**config.mk**
```make
export PLATFORM = sky130hd
export DESIGN_NAME = pixel_fb_writer
export DESIGN_NICKNAME = d
export VERILOG_FILES = /design/src/rtl/gm_video_pkg.sv /design/src/rtl/pixel_fifo.sv /design/src/rtl/pixel_fb_writer.sv
export SDC_FILE = /design/constraint.sdc
export NUM_CORES = 1
export LEC_CHECK = 0
export ABC_AREA = 0
export BUFFER_PORTS_ARGS = -buffer_cell sky130_fd_sc_hd__clkbuf_2
export CAP_MARGIN = 15
export CORE_ASPECT_RATIO = 1.25
export CORE_UTILIZATION = 40
export DETAILED_ROUTE_END_ITERATION = 8
export PLACE_DENSITY = 0.63
export SYNTH_ARGS = -nofsm -noshare
export SYNTH_HDL_FRONTEND = slang
export SYNTH_SLANG_ARGS = --single-unit
export TNS_END_PERCENT = 50
```
**constraint.sdc**
```tcl
create_clock -name clock -period 9.73 [get_ports clock]
set_input_delay 0.4865 -clock clock [delete_from_list [all_inputs] [get_ports clock]]
set_output_delay 0.4865 -clock clock [all_outputs]
set_load 0.01 [all_outputs]
```
**src/rtl/gm_video_pkg.sv**
```systemverilog
`default_nettype none
// ============================================================================
// Module   : gm_video_pkg
// Brief    : Shared video constants, pixel-entry type and writer FSM encoding.
// Revision : 1.0
// ============================================================================
package gm_video_pkg;

    localparam int unsigned SCREEN_W  = 320;
    localparam int unsigned SCREEN_H  = 240;
    localparam int unsigned FB_ADDR_W = 17;
    localparam int unsigned COLOR_W   = 12;

    typedef struct packed {
        logic [FB_ADDR_W-1:0] addr;
        logic [COLOR_W-1:0]   color;
    } pixel_entry_t;

    typedef enum logic [2:0] {
        ST_IDLE    = 3'd0,
        ST_KICK    = 3'd1,
        ST_COLLECT = 3'd2,
        ST_FLUSH   = 3'd3,
        ST_DONE    = 3'd4
    } fbw_state_t;

endpackage
`default_nettype wire

```
**src/rtl/pixel_fifo.sv**
```systemverilog
`default_nettype none
// ============================================================================
// Module   : pixel_fifo
// Brief    : First-word fall-through synchronous FIFO; a push while full is
//            accepted when a pop happens in the same cycle.
// Revision : 1.0
// ============================================================================
module pixel_fifo #(
    parameter int unsigned WIDTH = 29,
    parameter int unsigned DEPTH = 16
) (
    input  logic             clock,
    input  logic             reset,
    input  logic             push,
    input  logic [WIDTH-1:0] push_data,
    input  logic             pop,
    output logic [WIDTH-1:0] head,
    output logic             empty,
    output logic             full
);

    localparam int unsigned AW = (DEPTH > 1) ? $clog2(DEPTH) : 1;

    logic [WIDTH-1:0] r_mem [DEPTH];
    logic [AW:0]      r_wr_ptr;
    logic [AW:0]      r_rd_ptr;
    logic             w_do_push;
    logic             w_do_pop;

    // Pointers carry one extra wrap bit so full and empty are distinguishable.
    assign empty     = (r_wr_ptr == r_rd_ptr);
    assign full      = (r_wr_ptr[AW] != r_rd_ptr[AW]) &&
                       (r_wr_ptr[AW-1:0] == r_rd_ptr[AW-1:0]);
    assign w_do_pop  = pop && !empty;
    assign w_do_push = push && (!full || w_do_pop);
    assign head      = r_mem[r_rd_ptr[AW-1:0]];

    always_ff @(posedge clock) begin
        if (w_do_push) begin
            r_mem[r_wr_ptr[AW-1:0]] <= push_data;
        end
    end

    always_ff @(posedge clock or posedge reset) begin
        if (reset) begin
            r_wr_ptr <= '0;
            r_rd_ptr <= '0;
        end else begin
            if (w_do_push) begin
                r_wr_ptr <= r_wr_ptr + {{AW{1'b0}}, 1'b1};
            end
            if (w_do_pop) begin
                r_rd_ptr <= r_rd_ptr + {{AW{1'b0}}, 1'b1};
            end
        end
    end

endmodule
`default_nettype wire

```
**src/rtl/pixel_fb_writer.sv**
```systemverilog
`default_nettype none
// ============================================================================
// Module   : pixel_fb_writer
// Brief    : Kicks a drawer, queues its pixels and writes them to the
//            framebuffer; signals completion once the queue has drained.
// Revision : 1.0
// ============================================================================
module pixel_fb_writer
    import gm_video_pkg::*;
#(
    parameter int unsigned SCREEN_W   = gm_video_pkg::SCREEN_W,
    parameter int unsigned SCREEN_H   = gm_video_pkg::SCREEN_H,
    parameter int unsigned FIFO_DEPTH = 16,
    parameter int unsigned ADDR_W     = gm_video_pkg::FB_ADDR_W
) (
    input  logic              clock,
    input  logic              reset,
    input  logic              start,
    output logic              draw_enable,
    input  logic              draw_done,
    input  logic [8:0]        pix_x,
    input  logic [7:0]        pix_y,
    input  logic [11:0]       pix_color,
    input  logic              pix_we,
    output logic [ADDR_W-1:0] fb_addr,
    output logic [11:0]       fb_data,
    output logic              fb_we,
    input  logic              fb_ready,
    output logic              busy,
    output logic              pass_done,
    output logic              overflow,
    output logic [7:0]        clip_count
);

    localparam int unsigned ENTRY_W = ADDR_W + COLOR_W;

    fbw_state_t         r_state;
    fbw_state_t         w_next;
    logic [ADDR_W-1:0]  w_x_ext;
    logic [ADDR_W-1:0]  w_y_ext;
    logic [ADDR_W-1:0]  w_addr;
    logic               w_accept;
    logic               w_clip;
    logic               w_push;
    logic               w_pop;
    logic               w_drop;
    logic               w_fifo_empty;
    logic               w_fifo_full;
    logic [ENTRY_W-1:0] w_head;
    logic               r_overflow;
    logic [7:0]         r_clip_count;

    assign w_x_ext = ADDR_W'(pix_x);
    assign w_y_ext = ADDR_W'(pix_y);

    // The default width factors as 256+64, so two shifts replace a multiplier.
    generate
        if (SCREEN_W == 320) begin : g_addr_shift
            assign w_addr = (w_y_ext << 8) + (w_y_ext << 6) + w_x_ext;
        end else begin : g_addr_mul
            localparam logic [ADDR_W-1:0] C_SCREEN_W = ADDR_W'(SCREEN_W);
            assign w_addr = (w_y_ext * C_SCREEN_W) + w_x_ext;
        end
    endgenerate

    assign w_clip   = (32'(pix_x) >= SCREEN_W) || (32'(pix_y) >= SCREEN_H);
    assign w_accept = (r_state == ST_COLLECT) && pix_we;
    assign w_push   = w_accept && !w_clip;
    assign w_drop   = w_push && w_fifo_full && !w_pop;

    assign fb_we = !w_fifo_empty && ((r_state == ST_COLLECT) || (r_state == ST_FLUSH));
    assign w_pop = fb_we && fb_ready;
    assign {fb_addr, fb_data} = w_head;

    pixel_fifo #(
        .WIDTH (ENTRY_W),
        .DEPTH (FIFO_DEPTH)
    ) u_fifo (
        .clock     (clock),
        .reset     (reset),
        .push      (w_push),
        .push_data ({w_addr, pix_color}),
        .pop       (w_pop),
        .head      (w_head),
        .empty     (w_fifo_empty),
        .full      (w_fifo_full)
    );

    always_ff @(posedge clock or posedge reset) begin
        if (reset) begin
            r_state <= ST_IDLE;
        end else begin
            r_state <= w_next;
        end
    end

    always_comb begin
        w_next      = r_state;
        draw_enable = 1'b0;
        pass_done   = 1'b0;
        busy        = 1'b1;
        case (r_state)
            ST_IDLE: begin
                busy = 1'b0;
                if (start) begin
                    w_next = ST_KICK;
                end
            end
            ST_KICK: begin
                draw_enable = 1'b1;
                w_next      = ST_COLLECT;
            end
            ST_COLLECT: begin
                if (draw_done) begin
                    w_next = ST_FLUSH;
                end
            end
            ST_FLUSH: begin
                if (w_fifo_empty) begin
                    w_next = ST_DONE;
                end
            end
            ST_DONE: begin
                pass_done = 1'b1;
                w_next    = ST_IDLE;
            end
            default: begin
                busy   = 1'b0;
                w_next = ST_IDLE;
            end
        endcase
    end

    // Pass statistics live until the next start so the owner can read them.
    always_ff @(posedge clock or posedge reset) begin
        if (reset) begin
            r_overflow   <= 1'b0;
            r_clip_count <= 8'd0;
        end else if ((r_state == ST_IDLE) && start) begin
            r_overflow   <= 1'b0;
            r_clip_count <= 8'd0;
        end else begin
            if (w_drop) begin
                r_overflow <= 1'b1;
            end
            if (w_accept && w_clip && (r_clip_count != 8'hFF)) begin
                r_clip_count <= r_clip_count + 8'd1;
            end
        end
    end

    assign overflow   = r_overflow;
    assign clip_count = r_clip_count;

endmodule
`default_nettype wire

```
==> results.txt, run 1 <==
Status - completed
CP Capture Type - primary output
FF+latch count, synth - 486
Final setup violation count - 0
Total die area - 49,540 sq um
Setup CP Type - register to primary output
Syn Inst Count - 929
Syn Nets - 987
Crit. path cell count - 6
Synth area leader - edfxtp_1
Max Freq - 0.2380 GHz
Via count - 8,973
Mapped cell area - 19,460 sq um
CP max stage cell - dfrtp_4
Pin count of the biggest net entering global routing - 73
Die H - 248.6 um
Max-slew violations - 0
Sink Count - 486
Post-synthesis cell type count - 50
Vias in the first global route - 9,716
Area contributors post-synth - edfxtp_1 72%, mux4_2 13%, dfrtp_1 2.8%, mux2i_1 1.5%, ha_1 1.4%
Synth Warn # - 0
CP startpoint - u_fifo.r_rd_ptr[0]
GRT Overall Usage - 16.19%
Leakage - 7.169 nW
Clock latency on the worst-skew pair - 0.57 ns
CP arrival - 3.71 ns
Sum Neg Setup Slack - 0 ns
R2r startpoint - u_fifo.r_rd_ptr[3]
Hold Crit Class - input pin to asynchronous set/reset pin
CTS tree - yes
Mapped Avg Cell Area - 20.95 sq um
Final period util - 43.18%
Async set or reset register ratio after synthesis - 4.527%
Top cell type's share of synthesized area - 71.60%
CP cell instances - buf_4, mux4_2, nor2b_1, a211oi_1, a21oi_1, clkbuf_2
Clock-pin slew on the worst setup and hold paths - 0.06 ns
Unrepaired setup endpoints after global routing - no
Clock tree buffer depth - 3
Final WL - 38,730 um
Clk_skew - 0.01522 ns
I/O Buffers - 76
Startpoint types - register
Worst-path fanout max - 45
CP delay by family, top - buffers and inverters
Core area - 48,200 sq um
Number of synthesized flops with an enable pin - 464
Max_cap viols - 0
PD cells - 264.9 nW/um^2
Row Count - 90
DPL Wire Length - 20,300 um
Mean number of vias per cell - 5.281
Relative slew slack - 26.77%
First-pass GRT wire length - 59,170 um
Buf+Inv Stages, Crit Path - 2
Final setup margin - 5.529 ns
Nets@finish - 1,078
Setup Buffers After CTS - 0
CTS buffer count - 47
I/O Pins - 77
Final hold vios - 0
N_diodes - 0
Sequential-to-total area share from yosys stat - 74.42%
Iteration-0 DRC Markers - 526
Hold-fix buffers, CTS - 0
Post-CTS Resized - 0
Die X - 199.3 um
H-tree Lvls - 2
Fin crit period - 4.201 ns
Starting density of the core - 40.38%
Grt ovf - 0
Crit path required time - 9.24 ns
Initial antenna violation count - 0
Critical Path Max Stage Delay - 0.93 ns
Wire per inst - 22.80 um
Peak VDD IR - 0.1611 mV
Root Buffer - clkbuf_16
Post-DRT Antenna Nets - 0
DRC Markers - 0
Worst reg2reg path depth - 5
RD Place Congestion - 0.6880
Share of layout cells above drive strength 1 - 28.25%
Drt first pass iters - 5
Pre-CTS WS - 5.956 ns
Slew @ Worst Pin - 1.098 ns
Most used DFF post-synth - edfxtp_1
Syn-to-layout area delta - 12.60%
==> kinds of logic after synthesis <==
family,synth area share (%)
flops,74.42
fa+ha+maj,1.556
xor+xnor,1.170
mux,15.03
buf+inv,1.877
simple gates,3.195
compound gates,2.752
==> where the power goes <==
part           total (W)  switching [W]  internal (W)
Clock            0.00170       0.000758      0.000945
Sequential       0.00254       0.000131       0.00240
Combinational    0.00157       0.000820      0.000747
Total            0.00580        0.00171       0.00410
==> flip-flops by register name (all words and copies together), names as in the netlist <==
signal	cells
u_fifo.r_mem	464
clip_count	8
u_fifo.r_rd_ptr	5
u_fifo.r_wr_ptr	5
r_state	3
overflow	1
==> path summary, 6_finish.rpt <==
kind                       slack, ns                   to
max                             5.53           fb_addr[7]
min                             0.09        clip_count[1]
max reg2reg                     6.01  u_fifo.r_mem[7][19]
min reg2reg                     0.48   u_fifo.r_wr_ptr[4]
max in group asynchronous       9.01   u_fifo.r_rd_ptr[0]
min in group clock              0.27           r_state[0]
==> cell usage after synthesis (all sizes together) (2+ instances only) <==
| cell type | count |
|---|---|
| nand4 | 3 |
| a21boi | 2 |
| and3 | 17 |
| ha | 21 |
| nor2 | 15 |
| nor2b | 33 |
| xor2 | 9 |
| a21oi | 34 |
| o21a | 4 |
| mux4 | 116 |
| dfrtp | 22 |
| and4 | 2 |
| fa | 2 |
| inv | 15 |
| and2 | 3 |
| nor4 | 3 |
| o21ai | 8 |
| buf | 29 |
| nand3b | 2 |
| nor4b | 2 |
| clkbuf | 20 |
| a211oi | 30 |
| nand3 | 2 |
| o21bai | 2 |
| edfxtp | 464 |
| nand2 | 6 |
| nor3 | 4 |
| xnor2 | 17 |
| mux2i | 30 |
==> metal layers <==
layer / part of all wire [%] / routed length [um] / GRT usage (%)
met4: 2.0 / 765 / 4.615
met1: 43 / 16530 / 21.62
met3: 4.2 / 1636 / 2.468
met2: 51 / 19790 / 27.38
met5: 0 / 0 / 0
==> metrics by stage <==
| stage | power, W | hold WS (ns) | cells | cell area [sq um] | util [%] |
|---|---|---|---|---|---|
| floorplan | 0.003756 | 0.4619 | 929 | 19460 | - |
| global placement | 0.004182 | 0.4757 | 1609 | 20440 | 42.41 |
| detailed placement | 0.004187 | 0.4772 | 1609 | 20440 | 42.41 |
| CTS | 0.005890 | 0.1146 | 1693 | 21870 | 45.37 |
| global route | 0.006093 | 0.1550 | 1699 | 21910 | 45.46 |
| finish | 0.005805 | 0.08602 | 1699 | 21910 | 45.46 |
==> cell type report <==
type	count	area [sq um]
Clock buffer	55	1206
Timing Repair Buffer	91	493.0
Tap cell	644	805.8
Fill cell	4144	26280
Inverter	15	56.30
Sequential cell	486	14500
Clock inverter	29	219.0
Multi-Input combinational cell	379	4636
==> cells in the final DEF (no fill, tap or decap), drive strengths merged, types with 3 or more instances in the layout <==
master,count
nor2,15
and2,3
nor4,3
xnor2,17
and3,17
nand4,3
clkbuf,131
clkinv,21
o21a,4
ha,21
clkinvlp,3
xor2,9
a21oi,34
nor2b,33
nand2,6
buf,15
nor3,4
o21ai,8
a211oi,30
mux4,116
inv,18
mux2i,30
dfrtp,22
edfxtp,464
(Power assumes the default switching activity.)
==> run 2: changes to the inputs <==
==> constraint.sdc (replaced) <==
create_clock -name clock -period 4.33 [get_ports clock]
set_input_delay 0.2165 -clock clock [delete_from_list [all_inputs] [get_ports clock]]
set_output_delay 0.2165 -clock clock [all_outputs]
set_load 0.01 [all_outputs]
==> run 2 against run 1 <==
Effect of this change:
- die area stayed put
- cell count shrank 0.18%
- sequential share of layout area fell by 0.075 points
- cell area increased by 0.11%
- worst hold slack worse by 0.027 ns
- register-to-register slack lost 4.6 ns
- critical path type unchanged
- critical endpoint is now fb_addr[11]
==> results.txt, run 2 (same netlist as run 1, synthesis figures left out) <==
Starting density of the core - 40.38% (unchanged)
Max Freq - 0.2958 GHz
Die H - 248.6 um (unchanged)
Slew @ Worst Pin - 1.125 ns (was 1.098 ns)
CP Capture Type - primary output (unchanged)
Relative slew slack - 24.47% (was 26.77%)
Clock latency on the worst-skew pair - 0.55 ns (was 0.57 ns)
Syn-to-layout area delta - 12.72% (was 12.60%)
First-pass GRT wire length - 58,820 um (was 59,170 um)
Hold_ws - 0.05895 ns (was 0.08602 ns)
CP delay by family, top - flip-flops (was buffers and inverters)
Leakage - 7.176 nW (was 7.169 nW)
RD Place Congestion - 0.6902 (was 0.6880)
Post-DRT Antenna Nets - 0 (unchanged)
Max FFs per register - 464 (unchanged)
Final period util - 78.09%
Status - completed (unchanged)
Seq. cell area - 14,500 sq um (unchanged)
Clock tree buffer depth - 3 (unchanged)
Most frequent cells in the layout - 464 x edfxtp_1, 116 x mux4_2, 76 x clkbuf_2 (unchanged)
DPL Wire Length - 19,950 um (was 20,300 um)
Max-slew violations - 0 (unchanged)
Mean number of vias per cell - 5.306 (was 5.281)
Buf+Inv Stages, Crit Path - 2 (unchanged)
CP arrival - 3.16 ns (was 3.71 ns)
GRT Overall Usage - 16.16% (was 16.19%)
CTS tree - yes (unchanged)
Row Count - 90 (unchanged)
CTS buffer count - 46 (was 47)
Peak VDD IR - 0.4396 mV (was 0.1611 mV)
Clk_skew - 0.01122 ns (was 0.01522 ns)
DRC Markers - 0 (unchanged)
Initial antenna violation count - 0 (unchanged)
Wire per inst - 22.92 um (was 22.80 um)
PD cells - 596.8 nW/um^2 (was 264.9 nW/um^2)
CP max stage cell - dfrtp_4 (unchanged)
Commonest non-fill, non-tap cell in the layout - edfxtp_1 (unchanged)
Final WL - 38,870 um (was 38,730 um)
Crit path required time - 4.11 ns (was 9.24 ns)
Hold Crit Class - input pin to register (was input pin to asynchronous set/reset pin)
Clock-pin slew on the worst setup and hold paths - 0.06 ns (about the same)
Nets@finish - 1,076 (was 1,078)
Share of layout cells above drive strength 1 - 27.95% (was 28.25%)
Critical Path Max Stage Delay - 0.89 ns (was 0.93 ns)
Worst reg2reg path depth - 5 (unchanged)
Setup Buffers After CTS - 0 (unchanged)
Core area - 48,200 sq um (unchanged)
Iteration-0 DRC Markers - 744 (was 526)
Via count - 8,999 (was 8,973)
Worst-path fanout max - 40 (was 45)
Grt ovf - 0 (unchanged)
Count of filler cells inserted in the layout - 4,157 (was 4,144)
Unrepaired setup endpoints after global routing - no (unchanged)
Hold path depth - 1
CP cell instances - buf_4, mux4_2, nor2b_1, a211oi_1, a21oi_1, clkbuf_2 (unchanged)
Total die area - 49,540 sq um (unchanged)
Final setup violation count - 0 (unchanged)
N_diodes - 0 (unchanged)
Max_cap viols - 0 (unchanged)
Die X - 199.3 um (unchanged)
Multi-input gate area - 4636 sq um (unchanged)
Pin count of the biggest net entering global routing - 120 (was 73)
Sink Count - 486 (unchanged)
Root Buffer - clkbuf_16 (unchanged)
Setup CP Type - register to primary output (unchanged)
I/O Pins - 77 (unchanged)
H-tree Lvls - 2 (unchanged)
Crit. path cell count - 6 (unchanged)
Startpoint types - register (unchanged)
Sum Neg Setup Slack - 0 ns (unchanged)
I/O Buffers - 76 (unchanged)
Vias in the first global route - 9,609 (was 9,716)
Final hold vios - 0 (unchanged)
Fin crit period - 3.381 ns
Drt first pass iters - 4 (was 5)
-- run 2: cell types whose count changed in the layout (fill, tap and decap cells not counted), moves of 2 or more --
cell	before	now
buf_4	15	9
clkinv_2	7	5
clkinv_1	14	10
clkinvlp_4	3	1
clkbuf_1	8	11
clkbuf_8	0	3
inv_16	2	0
dlygate4sd3_1	0	2
buf_12	0	3
-- run 2: worst paths after layout --
kind	end	slack, ns	startpoint
worst max-delay path	fb_addr[11]	0.95	u_fifo.r_rd_ptr[2]
worst min-delay path	u_fifo.r_mem[1][17]	0.06	pix_x[5]
worst max register to register	u_fifo.r_mem[15][15]	1.37	u_fifo.r_rd_ptr[2]
worst min register to register	u_fifo.r_wr_ptr[4]	0.49	u_fifo.r_wr_ptr[4]
max in group asynchronous	u_fifo.r_rd_ptr[1]	3.31	reset
min in group asynchronous	r_state[1]	0.37	reset
-- run 2: metal layers --
metal	GRT usage, %	up-vias	routed length [um]
met4	4.396	0	710
li1	-	3999	-
met2	27.09	160	19920
met3	2.157	51	1386
met1	22.09	4789	16850
met5	0	-	0
-- run 2: final cells by class --
type,instances,share of cell area [%]
well taps,644,3.673
clock inverters,21,0.7129
flip-flops and latches,486,66.08
inverters,15,0.2567
clock buffers,61,5.738
repair buffers,90,2.407
multi-input cells,379,21.13
-- run 2: per-stage QoR --
| stage | cells | power (W) | worst slack, ns | utilization (%) | instance area [sq um] |
|---|---|---|---|---|---|
| after detailed placement | 1608 | 0.009458 | 1.231 | 42.48 | 20470 |
| after floorplan | 929 | 0.008441 | 0.6388 | - | 19460 |
| after global routing | 1696 | 0.01369 | 0.7835 | 45.52 | 21940 |
| after global placement | 1608 | 0.009421 | 1.341 | 42.48 | 20470 |
| after CTS | 1692 | 0.01326 | 0.8407 | 45.45 | 21910 |
| final | 1696 | 0.01309 | 0.9488 | 45.52 | 21940 |
-- run 2: power breakdown --
part	total, W	switching [W]	internal (W)
sequential	0.00563	0.000224	0.00541
clock	0.00381	0.00165	0.00216
combinational	0.00365	0.00195	0.00170
-- run 2: repair_timing --
| action | 4_1_cts | 5_1_grt |
|---|---|---|
| gates resized for setup | 0 | 0 |
| hold endpoints to repair | 23 | 0 |
| hold buffers | 2 | 0 |
